## src/rtl/encoder_pkg.sv

```systemverilog
// Shared constants and types for the 8-to-3 request encoder.
// Lines are numbered 0..7; a code is the 3-bit index of one line.
package encoder_pkg;

   localparam int N_LINES = 8;
   localparam int CODE_W  = 3;

   typedef logic [CODE_W-1:0] code_t;

   function automatic logic [N_LINES-1:0] code_to_onehot(input code_t c);
      return {{(N_LINES-1){1'b0}}, 1'b1} << c;
   endfunction

endpackage

```

## src/rtl/encoder_8to3_if.sv

```systemverilog
// Request/code bus of encoder_8to3: request lines in, code with valid/ready out.
// master = encoder side, slave = the environment driving requests and consuming codes.
interface encoder_8to3_if #(
   parameter int DROP_W = 8
);
   import encoder_pkg::*;

   logic [N_LINES-1:0] req_in;
   code_t              code_out;
   logic               valid_out;
   logic               ready_in;
   logic [N_LINES-1:0] pending_out;
   logic [DROP_W-1:0]  drop_cnt;

   modport master (
      input  req_in,
      input  ready_in,
      output code_out,
      output valid_out,
      output pending_out,
      output drop_cnt
   );

   modport slave (
      output req_in,
      output ready_in,
      input  code_out,
      input  valid_out,
      input  pending_out,
      input  drop_cnt
   );

endinterface

```

## src/rtl/prio_sel_8.sv

```systemverilog
// Circular priority search: returns the first set bit of vec found when
// scanning upward from index start and wrapping past bit 7.
module prio_sel_8
   import encoder_pkg::*;
(
   input  logic [N_LINES-1:0] vec,
   input  code_t              start,
   output code_t              code,
   output logic               found
);

   code_t idx;

   // Scan from the far end back toward start so the nearest hit is written last.
   always_comb begin
      code  = '0;
      found = 1'b0;
      idx   = '0;
      for (int i = N_LINES - 1; i >= 0; i--) begin
         idx = start + code_t'(i);
         if (vec[idx]) begin
            code  = idx;
            found = 1'b1;
         end
      end
   end

endmodule

```

## src/rtl/encoder_8to3.sv

```systemverilog
// Captures 8 request lines into a pending register and issues one 3-bit code per
// valid/ready transfer. Define ENCODER_RR_PRIO_EN for round-robin selection.
module encoder_8to3
   import encoder_pkg::*;
#(
   parameter int DROP_W = 8
) (
   input  logic           clk,
   input  logic           rst_n,
   encoder_8to3_if.master bus
);

   localparam int unsigned DROP_MAX = (1 << DROP_W) - 1;

   function automatic logic [DROP_W-1:0] sat_add(input logic [DROP_W-1:0] acc,
                                                 input logic [3:0]        inc);
      int unsigned sum;
      sum = int'(acc) + int'(inc);
      if (sum > DROP_MAX) sum = DROP_MAX;
      return DROP_W'(sum);
   endfunction

   logic               run_p0;
   logic [N_LINES-1:0] pend_p0;
   code_t              code_p1;
   logic               vld_p1;
   logic [DROP_W-1:0]  drop_cnt_q;

   logic [N_LINES-1:0] sel_vec;
   code_t              sel_start;
   code_t              sel_code;
   logic               sel_found;
   code_t              pick;
   logic               xfer;
   logic               load;
   logic [N_LINES-1:0] load_mask;
   logic [N_LINES-1:0] drop_vec;
   logic [3:0]         drop_inc;

   // Release is seen one edge after rst_n rises, so req_in is first sampled on the second edge.
   always_ff @(posedge clk or negedge rst_n) begin
      if (!rst_n) run_p0 <= 1'b0;
      else        run_p0 <= 1'b1;
   end

   prio_sel_8 u_prio_sel (
      .vec   (sel_vec),
      .start (sel_start),
      .code  (sel_code),
      .found (sel_found)
   );

`ifdef ENCODER_RR_PRIO_EN
   code_t rr_ptr_q;

   assign sel_vec   = pend_p0;
   assign sel_start = rr_ptr_q;
   assign pick      = sel_code;

   always_ff @(posedge clk or negedge rst_n) begin
      if (!rst_n)                rr_ptr_q <= '0;
      else if (run_p0 && load)   rr_ptr_q <= pick + code_t'(1);
   end
`else
   // Upward search on the mirrored vector finds the highest set line; mirror the index back.
   assign sel_vec   = {<<{pend_p0}};
   assign sel_start = '0;
   assign pick      = ~sel_code;
`endif

   assign xfer      = vld_p1 & bus.ready_in;
   assign load      = sel_found & (~vld_p1 | xfer);
   assign load_mask = load ? code_to_onehot(pick) : '0;
   assign drop_vec  = bus.req_in & pend_p0 & ~load_mask;
   assign drop_inc  = 4'($countones(drop_vec));

   // Stage p0: pending capture; stage p1: issued code and drop counter.
   always_ff @(posedge clk or negedge rst_n) begin
      if (!rst_n) begin
         pend_p0    <= '0;
         code_p1    <= '0;
         vld_p1     <= 1'b0;
         drop_cnt_q <= '0;
      end else if (run_p0) begin
         pend_p0    <= (pend_p0 & ~load_mask) | bus.req_in;
         if (load)
            code_p1 <= pick;
         if (load)
            vld_p1  <= 1'b1;
         else if (xfer)
            vld_p1  <= 1'b0;
         drop_cnt_q <= sat_add(drop_cnt_q, drop_inc);
      end
   end

   assign bus.code_out    = code_p1;
   assign bus.valid_out   = vld_p1;
   assign bus.pending_out = pend_p0;
   assign bus.drop_cnt    = drop_cnt_q;

endmodule

```

## src/flat_wrapper.sv

```systemverilog
// flat-port wrapper written by rule: the top's interface ports become plain ports
module encoder_8to3_flat import encoder_pkg::*;
#(
   parameter int DROP_W = 8
)
  (clk, rst_n, bus_req_in, bus_ready_in, bus_code_out, bus_valid_out, bus_pending_out, bus_drop_cnt);
  encoder_8to3_if #(.DROP_W(DROP_W)) bus_i ();
  input  logic clk;
  input  logic rst_n;
  input wire logic [$bits(bus_i.req_in)-1:0] bus_req_in;
  input wire logic [$bits(bus_i.ready_in)-1:0] bus_ready_in;
  output wire logic [$bits(bus_i.code_out)-1:0] bus_code_out;
  output wire logic [$bits(bus_i.valid_out)-1:0] bus_valid_out;
  output wire logic [$bits(bus_i.pending_out)-1:0] bus_pending_out;
  output wire logic [$bits(bus_i.drop_cnt)-1:0] bus_drop_cnt;
  assign bus_i.req_in = bus_req_in;
  assign bus_i.ready_in = bus_ready_in;
  assign bus_code_out = bus_i.code_out;
  assign bus_valid_out = bus_i.valid_out;
  assign bus_pending_out = bus_i.pending_out;
  assign bus_drop_cnt = bus_i.drop_cnt;
  encoder_8to3 #(.DROP_W(DROP_W)) u_core (.clk(clk), .rst_n(rst_n), .bus(bus_i));
endmodule
```

## config.mk

```make
export PLATFORM = sky130hd
export DESIGN_NAME = encoder_8to3_flat
export DESIGN_NICKNAME = d
export VERILOG_FILES = /design/src/rtl/encoder_pkg.sv /design/src/rtl/encoder_8to3_if.sv /design/src/rtl/prio_sel_8.sv /design/src/rtl/encoder_8to3.sv /design/src/flat_wrapper.sv
export SDC_FILE = /design/constraint.sdc
export NUM_CORES = 1
export LEC_CHECK = 0
export ABC_AREA = 1
export CAP_MARGIN = 5
export CORE_MARGIN = 5
export CORE_UTILIZATION = 46
export DETAILED_ROUTE_END_ITERATION = 12
export GPL_TIMING_DRIVEN = 0
export PLACE_DENSITY = 0.76
export REMOVE_ABC_BUFFERS = 1
export SYNTH_ARGS = -nofsm -noshare
export SYNTH_HDL_FRONTEND = slang
export SYNTH_SLANG_ARGS = --single-unit
```

## constraint.sdc

```tcl
create_clock -name clk -period 4.2 [get_ports clk]
set_input_delay 1.26 -clock clk [delete_from_list [all_inputs] [get_ports clk]]
set_output_delay 1.26 -clock clk [all_outputs]
set_load 0.03 [all_outputs]
```

==> flow_summary_export.csv <==
group,metric,value,unit
cts,worstSkewPairLatency,310,ps
worst_setup_path,start_kind,"input port",
worst_setup_path,r2r_start,"u_core.bus.pending_out[5]",
worst_setup_path,crit_type,"in2reg",
run_status,outcome,"finished, violations left",
worst_setup_path,setup.worst_path.end_class,"flip-flop",
cts,h-tree-depth,1,
global_route,grt_start_max_net_pins,23,
worst_setup_path,worstRegToRegCells,20,
timing,fin_skew,3.38,ps
timing,fmax,0.213,GHz
drt,vias,1626,
timing,min_period_over_period,112,%
power_and_ir_drop,irDropWorstVdd,0.395,mV
worst_setup_path,r2r_slack,-200,ps
layout,finalNetCount,296,
timing,tightest_slew,988,ps
worst_setup_path,cp_top_family,"adder cells",
die,die_w,67.6,um
placement,place_hpwl,2490,um
global_route,grt_pass1_wl,7880,um
yosys,ys_seq_area_share,34.5,%
worst_setup_path,slowest_stage,"fa_1",
yosys,async_flop_share,100,%
cts,root_buffer,"clkbuf_4",
yosys,syn_avg_cell_area,7.70,um^2
worst_setup_path,r2r_end,"u_core.bus.drop_cnt[5]",
layout,fin_cells,314,
worst_setup_path,cp_num_buf_inv,10,
yosys,synth-edff-count,0,
timing,drv_slew,0,
placement,dp_cells,272,
worst_setup_path,crit_fanout,4,
drt,via_per_inst,5.18,
global_route,antenna_found_initial,0,
min_path,hold_depth,2,
yosys,netlist_instances,198,
yosys,synth_ff_type,"dfrtp_1",
layout,antenna_cells,0,
timing,rsz0062_at_grt,"true",
layout,final_common_cell,"nand2_1",
layout,nFillCells,224,
timing,finalWorstSetupSlack,-492,ps
worst_setup_path,crit_arrival,4950,ps
timing,relSlewSlack,34.0,%
drt,wl_per_cell,16.5,um
die,ios,31,
placement,place.gp.congestion,0.836,
drt,antenna_left,0,
timing,min_period,4690,ps
min_path,worstHoldPathType,"reg2reg",
timing,holdWs,492,ps
cts,path_clk_slew,130,ps
run_status,violations,"negative setup slack",
cts,clkSinkCount,21,
layout,final_cell_mix,"41 x nand2_1, 34 x buf_4, 32 x inv_1",
power_and_ir_drop,p_per_area,470,nW/um^2
drt,drt_iter0_drc,118,
cts,clk_path_buf_depth,2,
drt,drc,0,
job,cap_violations,0,
global_route,grt_use_total,23.8,%
min_path,hold_end,"u_core.bus.code_out[1]",
cts,cts_buffers,3,
timing,hold_viol_final,0,
die,die_area,4570,um^2
yosys,synthDistinctLibCells,32,
yosys,ys_seq_elements,21,
timing,setup_violations,8,
placement,port_buffers,30,
worst_setup_path,cpMostUsedCell,"buf_4",
yosys,ys_warn_count,0,
die,die_h,67.6,um
min_path,hold_start,"u_core.bus.code_out[1]",
drt,routed_wl,5180,um
power_and_ir_drop,leakagePower,1.19,nW
die,coreArea,3280,um^2
drt,first_pass_iters,4,
worst_setup_path,slowest_delay,530,ps
global_route,grt_pass1_vias,1636,
yosys,mappedNetlistArea,1530,um^2
global_route,grt-ovfl-total,0,
die,start_util,46.4,%
layout,area_growth,56.2,%
worst_setup_path,cp.required,4460,ps
layout,drive_gt1_share,35.4,%
cts,tritoncts,"done",
die,placementRows,21,
## cell type report
cell class              count  area [um^2]  area share, %
repair buffers             68          606           25.4
well taps                  46         57.6           2.42
flip-flops and latches     21          526           22.1
inverters                  41          164           6.88
clock buffers               4         26.3           1.10
multi-input cells         134         1000           42.1
## state kept, by name, summed over array words and instances (netlist names)
name,cells
u_core.bus.valid_out,1
u_core.bus.pending_out,8
u_core.run_p0,1
u_core.bus.code_out,3
u_core.bus.drop_cnt,8
## worst min-delay path, delay by kind of cell (launching register included)
kind	cells	cell delay, ps
flip-flops	1	360
AND/OR/NAND/NOR	2	100
## cell usage after synthesis, drive strengths merged, types with 2 or more instances
cell	instances	area share, %
nand4	2	0.82
nand2	56	16
a21oi	6	2.0
o21ai	11	4.1
fa	5	6.6
nor2	20	6.7
dfrtp	21	34
inv	40	10
o211ai	2	0.98
ha	11	9.0
a31oi	3	1.2
nand3	10	3.6
## logic make-up (layout without fill, tap and decap cells)
family | Yosys count | in the layout | share of synthesized area (%)
mux | 1 | 1 | 0.656
buf+inv | 43 | 113 | 10.8
other cells | 1 | 1 | 0.246
compound gates | 24 | 24 | 9.52
simple gates | 90 | 90 | 27.6
fa+ha+maj | 16 | 16 | 15.6
flops | 21 | 21 | 34.5
xor+xnor | 2 | 2 | 1.15
## report_power, final
group          switching [W]  internal, W
clock              0.0000674    0.0000371
combinational       0.000389     0.000316
sequential         0.0000619     0.000247
total               0.000518     0.000601
## what timing repair did
action | in CTS | in global routing
pin swaps | 25 | 21
setup buffers | 41 | 2
hold buffers | 0 | 0
gates resized for setup | 23 | 35
endpoints found under the setup margin | 8 | 9
## worst max path at each step
stage,startpoint,endpoint,slack (ps),cells past startpoint
global route,bus_ready_in,u_core.bus.drop_cnt[5],-610,22
CTS,bus_ready_in,u_core.bus.drop_cnt[7],-400,25
detailed placement,bus_ready_in,u_core.bus.drop_cnt[7],-1480,25
floorplan,bus_ready_in,u_core.bus.drop_cnt[7],-720,24
finish,bus_ready_in,u_core.bus.drop_cnt[5],-490,26
global placement,bus_ready_in,u_core.bus.drop_cnt[7],-1390,25
## stage by stage
step / instance area [um^2] / worst slack, ps / power, W / TNS, ps / utilization [%]
floorplan: 1520 / -724 / 0.000632 / -5010 / -
global route: 2380 / -610 / 0.00118 / -4800 / 72.5
detailed placement: 1870 / -1480 / 0.000794 / -11330 / 57.1
finish: 2380 / -492 / 0.00112 / -3810 / 72.5
global placement: 1870 / -1390 / 0.000778 / -10640 / 57.1
CTS: 2280 / -403 / 0.00100 / -3210 / 69.4
## routing by layer
layer / GRT usage, % / vias to the layer above / wire length, um
met4: 16.5 / 0 / 293
li1: - / 755 / -
met3: 5.82 / 27 / 344
met5: 0 / - / 0
met1: 26.4 / 764 / 1980
met2: 39.7 / 80 / 2560
Note: power is estimated with default switching activity, not from simulation.
==> RTL change, RTL diff (config.mk and constraints unchanged) <==
Build with the macro `ENCODER_RR_PRIO_EN` defined.
--- a/src/rtl/encoder_8to3.sv
+++ b/src/rtl/encoder_8to3.sv
@@ -1,5 +1,7 @@
 // Captures 8 request lines into a pending register and issues one 3-bit code per
 // valid/ready transfer. Define ENCODER_RR_PRIO_EN for round-robin selection.
+`define ENCODER_RR_PRIO_EN
+
 module encoder_8to3
    import encoder_pkg::*;
 #(
Formal check against the unedited RTL: not equivalent (a bounded check fails within 4 cycles, from zero or initial values and one cycle with rst_n low).
==> RTL change against the original RTL <==
Sequential cell count rose by 3. Routed wire length rose by 61%. Global-route usage rose by 2.5 points. Largest cell class unchanged. The flow still finishes with violations (setup timing). First-iteration DRC count rose by 18%. Highest routed layer unchanged. Final cell count rose by 57%. Cell area rose by 64%. Critical path type is now reg2reg. Setup slack got worse by 1100 ps. Via count rose by 65%. Area after synthesis rose by 46%.
Power is not shown: default switching activity piles up to over one toggle a cycle in this logic, so the estimate is an artifact.
==> RTL change: results (changes against the original RTL) <==
status: "finished, violations left"
failed_checks: "setup timing"
vias: 2676  # +65%
async_reset_ff_frac: 1.00  # unchanged
cp_top_family: "adder cells"
grt_use_met1: 0.285  # +0.0203
insertion_delay_ps: 270  # -40 ps
dr.pass1.iters: 4  # unchanged
dp_cells: 411  # +51%
skew_ps: 12.2  # +8.78 ps
routabilityCongestion: 0.881  # +5.4%
min_from: "u_core.bus.code_out[0]$_DFFE_PN0P_"
cpMaxStageDelayCell: "fa_2"
antenna_found_initial: 0  # unchanged
synth_compound_area_frac: 0.0675  # -0.0277
slowest_delay_ps: 550  # +20 ps
wl_um: 8340  # +61%
grtUsageTotal: 0.263  # +0.0250
use_met3: 0.0327  # -0.0255
synth_top_family_by_area: "simple AND/OR/NAND/NOR gates"
worstPathArrival_ps: 5930  # +980 ps
synth_adder_area_share: 0.146  # -0.00963
placed_area_um2: 2550  # +36%
synth_top_area_frac: 0.270  # -0.0746
whs_endpoint: "u_core.bus.code_out[0]$_DFFE_PN0P_"
setup_viol: 10  # +2
route.met2.wl_um: 4330  # +69%
grt_pass1_wl_um: 13000  # +65%
grt_pass1_vias: 2766  # +69%
grt_max_degree: 25  # +8.7%
m1WireLength_um: 3170  # +60%
synth_xor_area_frac: 0.0236  # +0.0121
worst_slack_ps: -1570  # -1080 ps
drive_above_1_share: 0.485  # +0.130
path_clk_slew_ps: 80  # -50 ps
htree_levels: 1  # unchanged
syn_area_per_cell_um2: 6.95  # -9.8%
holdWs_ps: 519  # +27.2 ps
synth_cell_types: 32  # unchanged
route.met3.wl_um: 382  # +11%
r2r-end: "u_core.bus.drop_cnt[6]$_DFFE_PN0P_"
reg2regPathDepth: 35  # +75%
yosysSeqAreaShare: 0.270  # -0.0746
synth_area_leaders: "dfrtp_1, nand2_1, ha_1"
portBuffers: 30  # unchanged
dr.first_iter.drc_count: 139  # +18%
r2r_start: "u_core.rr_ptr_q[0]$_DFFE_PN0P_"
netlist_top_cells_count: "nand2_1, inv_1, nand3_1"
hold_path.class: "reg2reg"
fill_cells: 256  # +14%
synthMuxAreaShare: 0.0135  # +0.00694
final_cell_count_no_fill: 492  # +57%
hpwlAfterDp_um: 3950  # +59%
clockRootBuffer: "clkbuf_8"
postCtsSetupBuffers: 81  # +98%
relSlewSlack: 0.247  # -0.0926
grt.met2_usage: 0.468  # +0.0710
nets: 461  # +56%
postCtsResizedCells: 117  # +410%
[RTL change: cell types whose count changed after synthesis, moves of 5 or more]
| cell | unedited run | this run |
|---|---|---|
| nand2_1 | 49 | 98 |
| nand3_1 | 9 | 43 |
| a21oi_1 | 6 | 15 |
| ha_1 | 11 | 18 |
| inv_1 | 36 | 43 |
| nand3_2 | 1 | 6 |
[RTL change: worst max-delay path by stage]
stage / from / end / depth (start not counted)
after floorplan: u_core.rr_ptr_q[1]$_DFFE_PN0P_ / u_core.bus.drop_cnt[1]$_DFFE_PN0P_ / 35
after global placement: u_core.rr_ptr_q[1]$_DFFE_PN0P_ / u_core.bus.drop_cnt[1]$_DFFE_PN0P_ / 36
after detailed placement: u_core.rr_ptr_q[1]$_DFFE_PN0P_ / u_core.bus.drop_cnt[1]$_DFFE_PN0P_ / 36
after CTS: u_core.rr_ptr_q[1]$_DFFE_PN0P_ / u_core.bus.drop_cnt[1]$_DFFE_PN0P_ / 36
after global routing: u_core.rr_ptr_q[1]$_DFFE_PN0P_ / u_core.bus.drop_cnt[7]$_DFFE_PN0P_ / 37
final: u_core.rr_ptr_q[0]$_DFFE_PN0P_ / u_core.bus.drop_cnt[6]$_DFFE_PN0P_ / 35
[RTL change: stage by stage]
stage                     setup WS (ps)  TNS (ps)
after global routing              -1810    -16580
after detailed placement          -2630    -20330
after global placement            -2560    -19650
after CTS                         -1310    -12500
final                             -1570    -14230
after floorplan                   -1700    -13210
[RTL change: final cells by class]
| class | count | area [um^2] | area share |
|---|---|---|---|
| inverter | 48 | 215 | 0.0550 |
| timing repair buffer | 108 | 995 | 0.254 |
| clock buffer | 3 | 41.3 | 0.0106 |
| sequential | 24 | 604 | 0.155 |
| multi-input combinational | 242 | 1970 | 0.504 |
| tap | 67 | 83.8 | 0.0214 |
